$ cat config.mk
export PLATFORM = sky130hd
export DESIGN_NAME = uart_rx_capture
export DESIGN_NICKNAME = d
export VERILOG_FILES = /design/src/rtl/uart_rx_capture.sv
export SDC_FILE = /design/constraint.sdc
export NUM_CORES = 1
export LEC_CHECK = 0
export BUFFER_PORTS_ARGS = -buffer_cell sky130_fd_sc_hd__buf_2
export CAP_MARGIN = 20
export CORE_ASPECT_RATIO = 1.25
export CORE_MARGIN = 8
export CORE_UTILIZATION = 60
export CTS_BUF_LIST = sky130_fd_sc_hd__clkbuf_4 sky130_fd_sc_hd__clkbuf_8
export DETAILED_ROUTE_END_ITERATION = 7
export GPL_TIMING_DRIVEN = 0
export PLACE_DENSITY = 0.88
export REMOVE_ABC_BUFFERS = 1
export SLEW_MARGIN = 0
export SYNTH_ARGS = -nofsm -noshare
export SYNTH_HDL_FRONTEND = slang
export SYNTH_SLANG_ARGS = --single-unit
$ cat constraint.sdc
create_clock -name clk -period 7.5 [get_ports clk]
set_input_delay 1.5 -clock clk [delete_from_list [all_inputs] [get_ports clk]]
set_output_delay 1.5 -clock clk [all_outputs]
set_load 0.05 [all_outputs]
$ cat src/rtl/uart_rx_capture.sv
// 8N1 serial receiver feeding a small first-word-fall-through byte FIFO.
// Used at sim top level to capture console output cycle-accurately.
//
// state | meaning
// IDLE  | line idle, waiting for a falling edge on rx_s
// START | confirming start bit at half-bit point
// DATA  | sampling 8 data bits, LSB first
// STOP  | sampling stop bit; push on high, frame error on low
// BREAK | line held low after a framing error; wait for idle
module uart_rx_capture #(
  parameter int CLK_FREQ_HZ = 50_000_000,
  parameter int BAUD        = 115200,
  parameter int FIFO_DEPTH  = 16
) (
  input  logic                         clk,
  input  logic                         rst,
  input  logic                         i_rx,
  output logic [7:0]                   o_data,
  output logic                         o_valid,
  input  logic                         i_ready,
  output logic                         o_frame_err,
  output logic                         o_overflow,
  output logic [$clog2(FIFO_DEPTH):0]  o_level
);

  localparam int CLKS_PER_BIT = CLK_FREQ_HZ / BAUD;
  localparam int CW           = $clog2(CLKS_PER_BIT);
  localparam int AW           = $clog2(FIFO_DEPTH);

  localparam logic [CW-1:0] CNT_LAST = CW'(CLKS_PER_BIT - 1);
  localparam logic [CW-1:0] CNT_MID  = CW'(CLKS_PER_BIT / 2 - 1);

  localparam logic [2:0] IDLE  = 3'd0;
  localparam logic [2:0] START = 3'd1;
  localparam logic [2:0] DATA  = 3'd2;
  localparam logic [2:0] STOP  = 3'd3;
  localparam logic [2:0] BREAK = 3'd4;

  logic          rx_m;
  logic          rx_s;
  logic [2:0]    state;
  logic [CW-1:0] clk_cnt;
  logic [2:0]    bit_idx;
  logic [7:0]    shift_reg;
  logic          push;

  logic [7:0]    mem [FIFO_DEPTH];
  logic [AW:0]   wr_ptr;
  logic [AW:0]   rd_ptr;
  logic [AW:0]   level;
  logic          full;
  logic          pop;
  logic          push_ok;

  always_ff @(posedge clk) begin
    if (rst) begin
      rx_m <= 1'b1;
      rx_s <= 1'b1;
    end else begin
      rx_m <= i_rx;
      rx_s <= rx_m;
    end
  end

  // Push decision is combinational so the byte lands in the FIFO on the stop-sample edge.
  assign push = (state == STOP) && (clk_cnt == CNT_LAST) && rx_s;

  always_ff @(posedge clk) begin
    if (rst) begin
      state       <= IDLE;
      clk_cnt     <= '0;
      bit_idx     <= '0;
      shift_reg   <= '0;
      o_frame_err <= 1'b0;
    end else begin
      o_frame_err <= 1'b0;
      case (state)
        IDLE: begin
          if (!rx_s) begin
            clk_cnt <= '0;
            state   <= START;
          end
        end
        START: begin
          if (clk_cnt == CNT_MID) begin
            clk_cnt <= '0;
            if (rx_s) begin
              state <= IDLE;
            end else begin
              bit_idx <= '0;
              state   <= DATA;
            end
          end else begin
            clk_cnt <= clk_cnt + 1'b1;
          end
        end
        DATA: begin
          if (clk_cnt == CNT_LAST) begin
            clk_cnt   <= '0;
            shift_reg <= {rx_s, shift_reg[7:1]};
            if (bit_idx == 3'd7) state <= STOP;
            else                 bit_idx <= bit_idx + 1'b1;
          end else begin
            clk_cnt <= clk_cnt + 1'b1;
          end
        end
        STOP: begin
          if (clk_cnt == CNT_LAST) begin
            clk_cnt <= '0;
            if (rx_s) begin
              state <= IDLE;
            end else begin
              o_frame_err <= 1'b1;
              state       <= BREAK;
            end
          end else begin
            clk_cnt <= clk_cnt + 1'b1;
          end
        end
        BREAK: begin
          if (rx_s) state <= IDLE;
        end
        default: state <= IDLE;
      endcase
    end
  end

  assign level   = wr_ptr - rd_ptr;
  assign full    = (level == (AW+1)'(FIFO_DEPTH));
  assign pop     = o_valid & i_ready;
  // When full, the slot being written is the head being popped this same cycle.
  assign push_ok = push & (~full | pop);

  always_ff @(posedge clk) begin
    if (push_ok) mem[wr_ptr[AW-1:0]] <= shift_reg;
  end

  always_ff @(posedge clk) begin
    if (rst) begin
      wr_ptr     <= '0;
      rd_ptr     <= '0;
      o_overflow <= 1'b0;
    end else begin
      if (push_ok) wr_ptr <= wr_ptr + 1'b1;
      if (pop)     rd_ptr <= rd_ptr + 1'b1;
      if (push && full && !pop) o_overflow <= 1'b1;
    end
  end

  assign o_valid = (level != '0);
  assign o_data  = o_valid ? mem[rd_ptr[AW-1:0]] : 8'h00;
  assign o_level = level;

endmodule
## Yosys cells after proc, flatten, opt, wreduce, memory -nomap -nowiden

Memories as Yosys holds them, arrays and structs flattened. A register that Yosys moved wholly into a read port is not among the register bits.
Index checks and enable logic that the tools add are counted.

| word-level totals | value |
|---|---|
| register bits | 37 |
| RAM bits | 128 |
| memories kept | 1 |
| input bits | 4 |
| word-level logic and storage cells | 77 |

Memory list:

| name | depth | width | rd ports | clocked after Yosys merged registers in | wr ports | RTL line | source |
|---|---|---|---|---|---|---|---|
| mem | 16 | 8 | 1 | 1 | 1 | 47 | `logic [7:0] mem [FIFO_DEPTH];` |

| cells by class | value |
|---|---|
| reduce and logical (&&, ||, !) cells | 15 |
| muxes and demuxes | 24 |
| add/subtract/negate cells | 5 |
| equality and inequality tests | 16 |
| bitwise logic cells | 6 |

Operator list:

| cell | count |
|---|---|
| 2-to-1 mux 3 bit | 11 |
| 2-to-1 mux 9 bit | 3 |
| case mux 9 bit (3 select lines) | 1 |
| case mux 3 bit (5 select lines) | 1 |
| != test 2 bit, second input constant | 7 |
| adder 5 x 1 -> 5 bit, second input constant | 2 |
| adder 9 x 1 -> 9 bit, second input constant | 1 |
| equality test 9 x 8 -> 1 bit, second input constant | 1 |
| equality test 9 bit, second input constant | 1 |
| 2-to-1 mux 4 bit | 2 |
| 2-to-1 mux 8 bit | 1 |
| equality test 3 x 2 -> 1 bit, second input constant | 2 |
| equality test 3 bit, second input constant | 2 |
| case mux 3 bit (2 select lines) | 1 |
| AND reduction 6 bit | 1 |
| equality test 5 bit, second input constant | 1 |
| AND reduction 5 bit | 1 |
| nonzero test 5 bit | 1 |
| subtractor 5 bit | 1 |
| logical AND 1 bit | 4 |
| AND reduction 2 bit | 2 |
| adder 3 x 1 -> 3 bit, second input constant | 1 |
| equality test 3 x 1 -> 1 bit, second input constant | 1 |
| zero test 3 bit | 1 |
| other kinds (11) | 16 |

## Logic depth before layout (Yosys ltp)

| logic depth | value |
|---|---|
| depth in word-level cells | 7 |
| gate-level depth with buffers | 9 |
| depth with buffers taken out | 8 |

## Worst setup path after synthesis

OpenSTA, ideal clock, no wires.

| timing path | value |
|---|---|
| path kind | flip-flop to output port |
| start | register wr_ptr[0] |
| end | output o_data[0] |
| required time | 6.000 ns |
| buffers on the path | 1 |
| slack | 2.859 ns |
| arrival | 3.141 ns |
| cell stages (with the launch flop) | 10 |
| cells stage by stage | dfxtp_1 -> inv_1 -> ha_1 -> fa_1 -> xnor2_2 -> a211o_1 -> o31ai_4 -> and2_0 -> clkbuf_1 -> nor2b_1 |

| on the way | value |
|---|---|
| word-level cells in the longest chain between the ends | 3 |

RTL lines:

| what | RTL line | source |
|---|---|---|
| from (decl) | 48 | `logic [AW:0] wr_ptr;` |
| from (signal assigned) | 144 | `if (push_ok) wr_ptr <= wr_ptr + 1'b1;` |
| subtractor 5 bit | 128 | `assign level = wr_ptr - rd_ptr;` |
| named net o_level[2] | 23 | `output logic [$clog2(FIFO_DEPTH):0] o_level` |
| nonzero test 5 bit | 150 | `assign o_valid = (level != '0);` |
| 2-to-1 mux 8 bit | 151 | `assign o_data = o_valid ? mem[rd_ptr[AW-1:0]] : 8'h00;` |
| to (decl) | 18 | `output logic [7:0] o_data,` |

The timed path passes the listed nets, and every way through them passes these cells.

## Worst setup path after layout

| timing path | value |
|---|---|
| start | register wr_ptr[0] |
| end | output o_data[5] |

| on the way | value |
|---|---|
| word-level cells in the longest chain between the ends | 3 |

RTL lines:

| what | RTL line |
|---|---|
| subtractor 5 bit | 128 |
| nonzero test 5 bit | 150 |
| 2-to-1 mux 8 bit | 151 |

No other way between the ends.

==> results.toml <==
[setup_path]
cp.arrival_ns = 3.61
worst_path_fanout_max = 10
critical_path.reg2reg.startpoint = "wr_ptr[0]$_SDFFE_PP0P_"
crit_path_cell_trace = "inv_1, ha_1, fa_1, inv_1, or3_4, o31ai_4, and2_0, nor2b_1, buf_2"
crit_path_frequent_cell = "inv_1"
required_ns = 6.00
type_of_origin_of_the_critical_path = "register"
ff2ff_path_depth = 8
r2r_endpoint = "mem[6][7]$_DFFE_PP_"
reg2reg_setup_slack_ns = 4.10
highest_delay_cell_along_the_critical_path = "and2_0"
crit_type = "reg2out"
timing.critical_path.slowest_cell_delay_ns = 0.62
worstSetupEndpointType = "output port"

[die]
die_w_um = 114
die_height_um = 138
io-pin-count = 20
overall_die_area_um2 = 15800
initial_util = 0.616
fp-row-count = 44
core_region_area_um2 = 11700

[clock_network]
clock-sinks = 169
clock_slew_at_reported_path_ffs_ns = 0.08
post_cts.repair.setup_buffers = 0
cts.repair.resized = 0
htree_num_levels = 4
numCtsBuffers = 17
hold_buffers = 0
ctsRootBufferMaster = "clkbuf_8"
worst_skew_pair.late_latency_ns = 0.45
clockBufferDepth = 2
clock_tree_from_tritoncts = "done"

[drt]
antenna_left = 0
route.detailed.vias_per_inst = 6.09
initial_drt_markers = 332
routed_wirelength_um = 13600
drc = 0
detail_route.first_pass.iterations = 5
vias = 3911
avg_wl_per_cell_um = 21.2

[power_and_ir_drop]
power.static_leakage_nw = 2.73
worst_ir_drop_vdd_v = 0.000309
cell_internal_pwr_w = 0.00160
power_density_nw_per_um2 = 299
combPwrFrac = 0.266
power_switching_share = 0.319
switching_power_w = 0.000748
power.share.sequential = 0.448
power.share.clock = 0.286

[global_route]
grt_first_pass_wirelength_um = 21300
antenna_violations_before_repair = 0
grt_pass1_vias = 3919
pin_count_of_the_biggest_net_entering_global_routing = 54
grt_util_all_layers = 0.180
grt_overflow = 0

[status]
status = "complete, no violations"

[synthesis]
syn_area_um2 = 7190
yosys.area.top_type = "edfxtp_1"
edff_count_synth = 128
synth-compound-area-share = 0.0380
synth_xor_xnor_area_share = 0.00592
ys_seq_elements = 169
post_synth.cell_area_avg_um2 = 16.0
synthMuxAreaShare = 0.158
netlist_top_cells_area = "edfxtp_1, mux4_2, dfxtp_1, ha_1, nor2_1"
yosys.area_share.adder = 0.0272
synth_cells = 450
postSynth.asyncResetShare = 0
synth_cell_types = 52
synth-seq-area-share = 0.649
synth-simple-area-share = 0.100
largest_family_of_logic_cells_by_synthesized_area = "multiplexers"
yosys_most_used_dff = "edfxtp_1"
ys_warn_count = 0
synth_top_cell_area_share = 0.535

[sta]
timing_max_transition_violations_final = 0
finalSetupViolCount = 0
worst_pin_slew_ns = 0.867
slew_headroom = 0.422
skew_ns = 0.0159
timing.final.crit_share = 0.682
clock.fmax_ghz = 0.196
setup_tns_ns = 0
hold-worst-slack_ns = 0.418
hold_violations = 0
post-route-min-period_ns = 5.11
setup_repair_after_global_routing_missed_its_margin = "false"

[placement]
hpwlAfterDp_um = 8930
placement.io_buffers = 19
numPlacedInstances = 610
place_congestion = 0.816

[min_path]
hold-path-endpoint = "rx_s$_SDFF_PP1_"
hold_class = "reg2reg"
worst_hold_startpoint = "rx_m$_SDFF_PP1_"
hold-path-cell-count = 1

[final_layout]
post_route_cells_drive_above_1_share = 0.229
antenna-diode-count = 0
layout.filler_cells = 790
layout.nets = 487
final_common_cell = "edfxtp_1"
final-instance-count-excl-fill = 642
area_delta_synth_final_pct = 9.02
sequential_cell_area_um2 = 4670
most-common-layout-cells = "edfxtp_1, mux4_2, dfxtp_1, nor2_1, buf_2"
largest_reg_flops = 128
multi_input_gate_area_in_the_final_layout_um2 = 2360

[run]
cap_violations = 0
==> cells by family after synthesis <==
group                    count (synthesis)
multiplexers                            62
buffers and inverters                   36
flip-flops                             169
AND/OR/NAND/NOR                        128
adder cells (fa/ha/maj)                 15
AO/OA/AOI/OAI                           36
XOR/XNOR                                 4
==> cells in the mapped netlist (2+ instances only) <==
master and number:
o21ai_0 2, mux2i_1 13, a21oi_2 2, or2_2 4, buf_4 4, edfxtp_1 128, mux4_2 40, nand2b_1 7
clkbuf_1 7, a211o_1 6, buf_2 5, nand3b_1 5, and3_1 17, ha_1 14, nor2b_1 16, inv_1 15
nor3_1 5, mux2_2 9, nand2_1 13, xnor2_1 2, nand4_1 2, a22oi_1 3, a211oi_1 3, a2111oi_0 2
dfxtp_1 41, and2_1 2, buf_1 5, nor2_1 35, or4b_1 2, nor4b_1 6, nand3_1 5, nor4bb_1 2
a21oi_1 9
==> power groups by stage <==
stage | combinational [W] | sequential [W] | clock, W
4_1_cts | 0.000630 | 0.00105 | 0.000680
5_1_grt | 0.000658 | 0.00106 | 0.000711
2_1_floorplan | 0.000478 | 0.00107 | 0
3_5_place_dp | 0.000627 | 0.00108 | 0
3_3_place_gp | 0.000585 | 0.00109 | 0
6_report | 0.000623 | 0.00105 | 0.000671
==> metal layers <==
metal	vias to the layer above	share of wire	GRT usage
met4	0	0.012	0.0576
li1	1780	-	-
met3	19	0.049	0.0440
met1	1965	0.40	0.215
met2	147	0.54	0.313
met5	-	0	0
==> through the flow <==
step | cell area, um2 | setup slack [ns] | util | total power, W
2_1_floorplan | 7090 | 2.89 | - | 0.00155
3_3_place_gp | 7380 | 2.51 | 0.633 | 0.00168
3_5_place_dp | 7410 | 2.90 | 0.635 | 0.00170
4_1_cts | 7830 | 2.36 | 0.671 | 0.00236
5_1_grt | 7830 | 2.20 | 0.671 | 0.00243
6_report | 7830 | 2.39 | 0.671 | 0.00234
==> worst max path at each step <==
stage                           startpoint   endpoint  slack, ns
global placement                  register  o_data[7]       2.51
finish              wr_ptr[0]$_SDFFE_PP0P_  o_data[5]       2.39
global route        wr_ptr[0]$_SDFFE_PP0P_  o_data[0]       2.20
floorplan           wr_ptr[0]$_SDFFE_PP0P_  o_data[0]       2.89
CTS                 wr_ptr[0]$_SDFFE_PP0P_  o_data[5]       2.36
detailed placement  wr_ptr[0]$_SDFFE_PP0P_  o_data[5]       2.90
==> worst max-delay path: cells and delay by family, from the launching register on <==
family,cells,cell delay [ns]
AO/OA/AOI/OAI,1,0.39
flip-flops,1,0.41
buffers and inverters,3,0.44
AND/OR/NAND/NOR,3,1.12
adder cells (fa/ha/maj),2,0.80
==> cell type report <==
class | instances | share of cell area
clock inverters | 14 | 0.0230
inverters | 15 | 0.00719
well taps | 161 | 0.0257
multi-input cells | 245 | 0.302
repair buffers | 20 | 0.0157
clock buffers | 18 | 0.0308
flip-flops and latches | 169 | 0.596
Note: power is estimated with default switching activity, not from simulation.
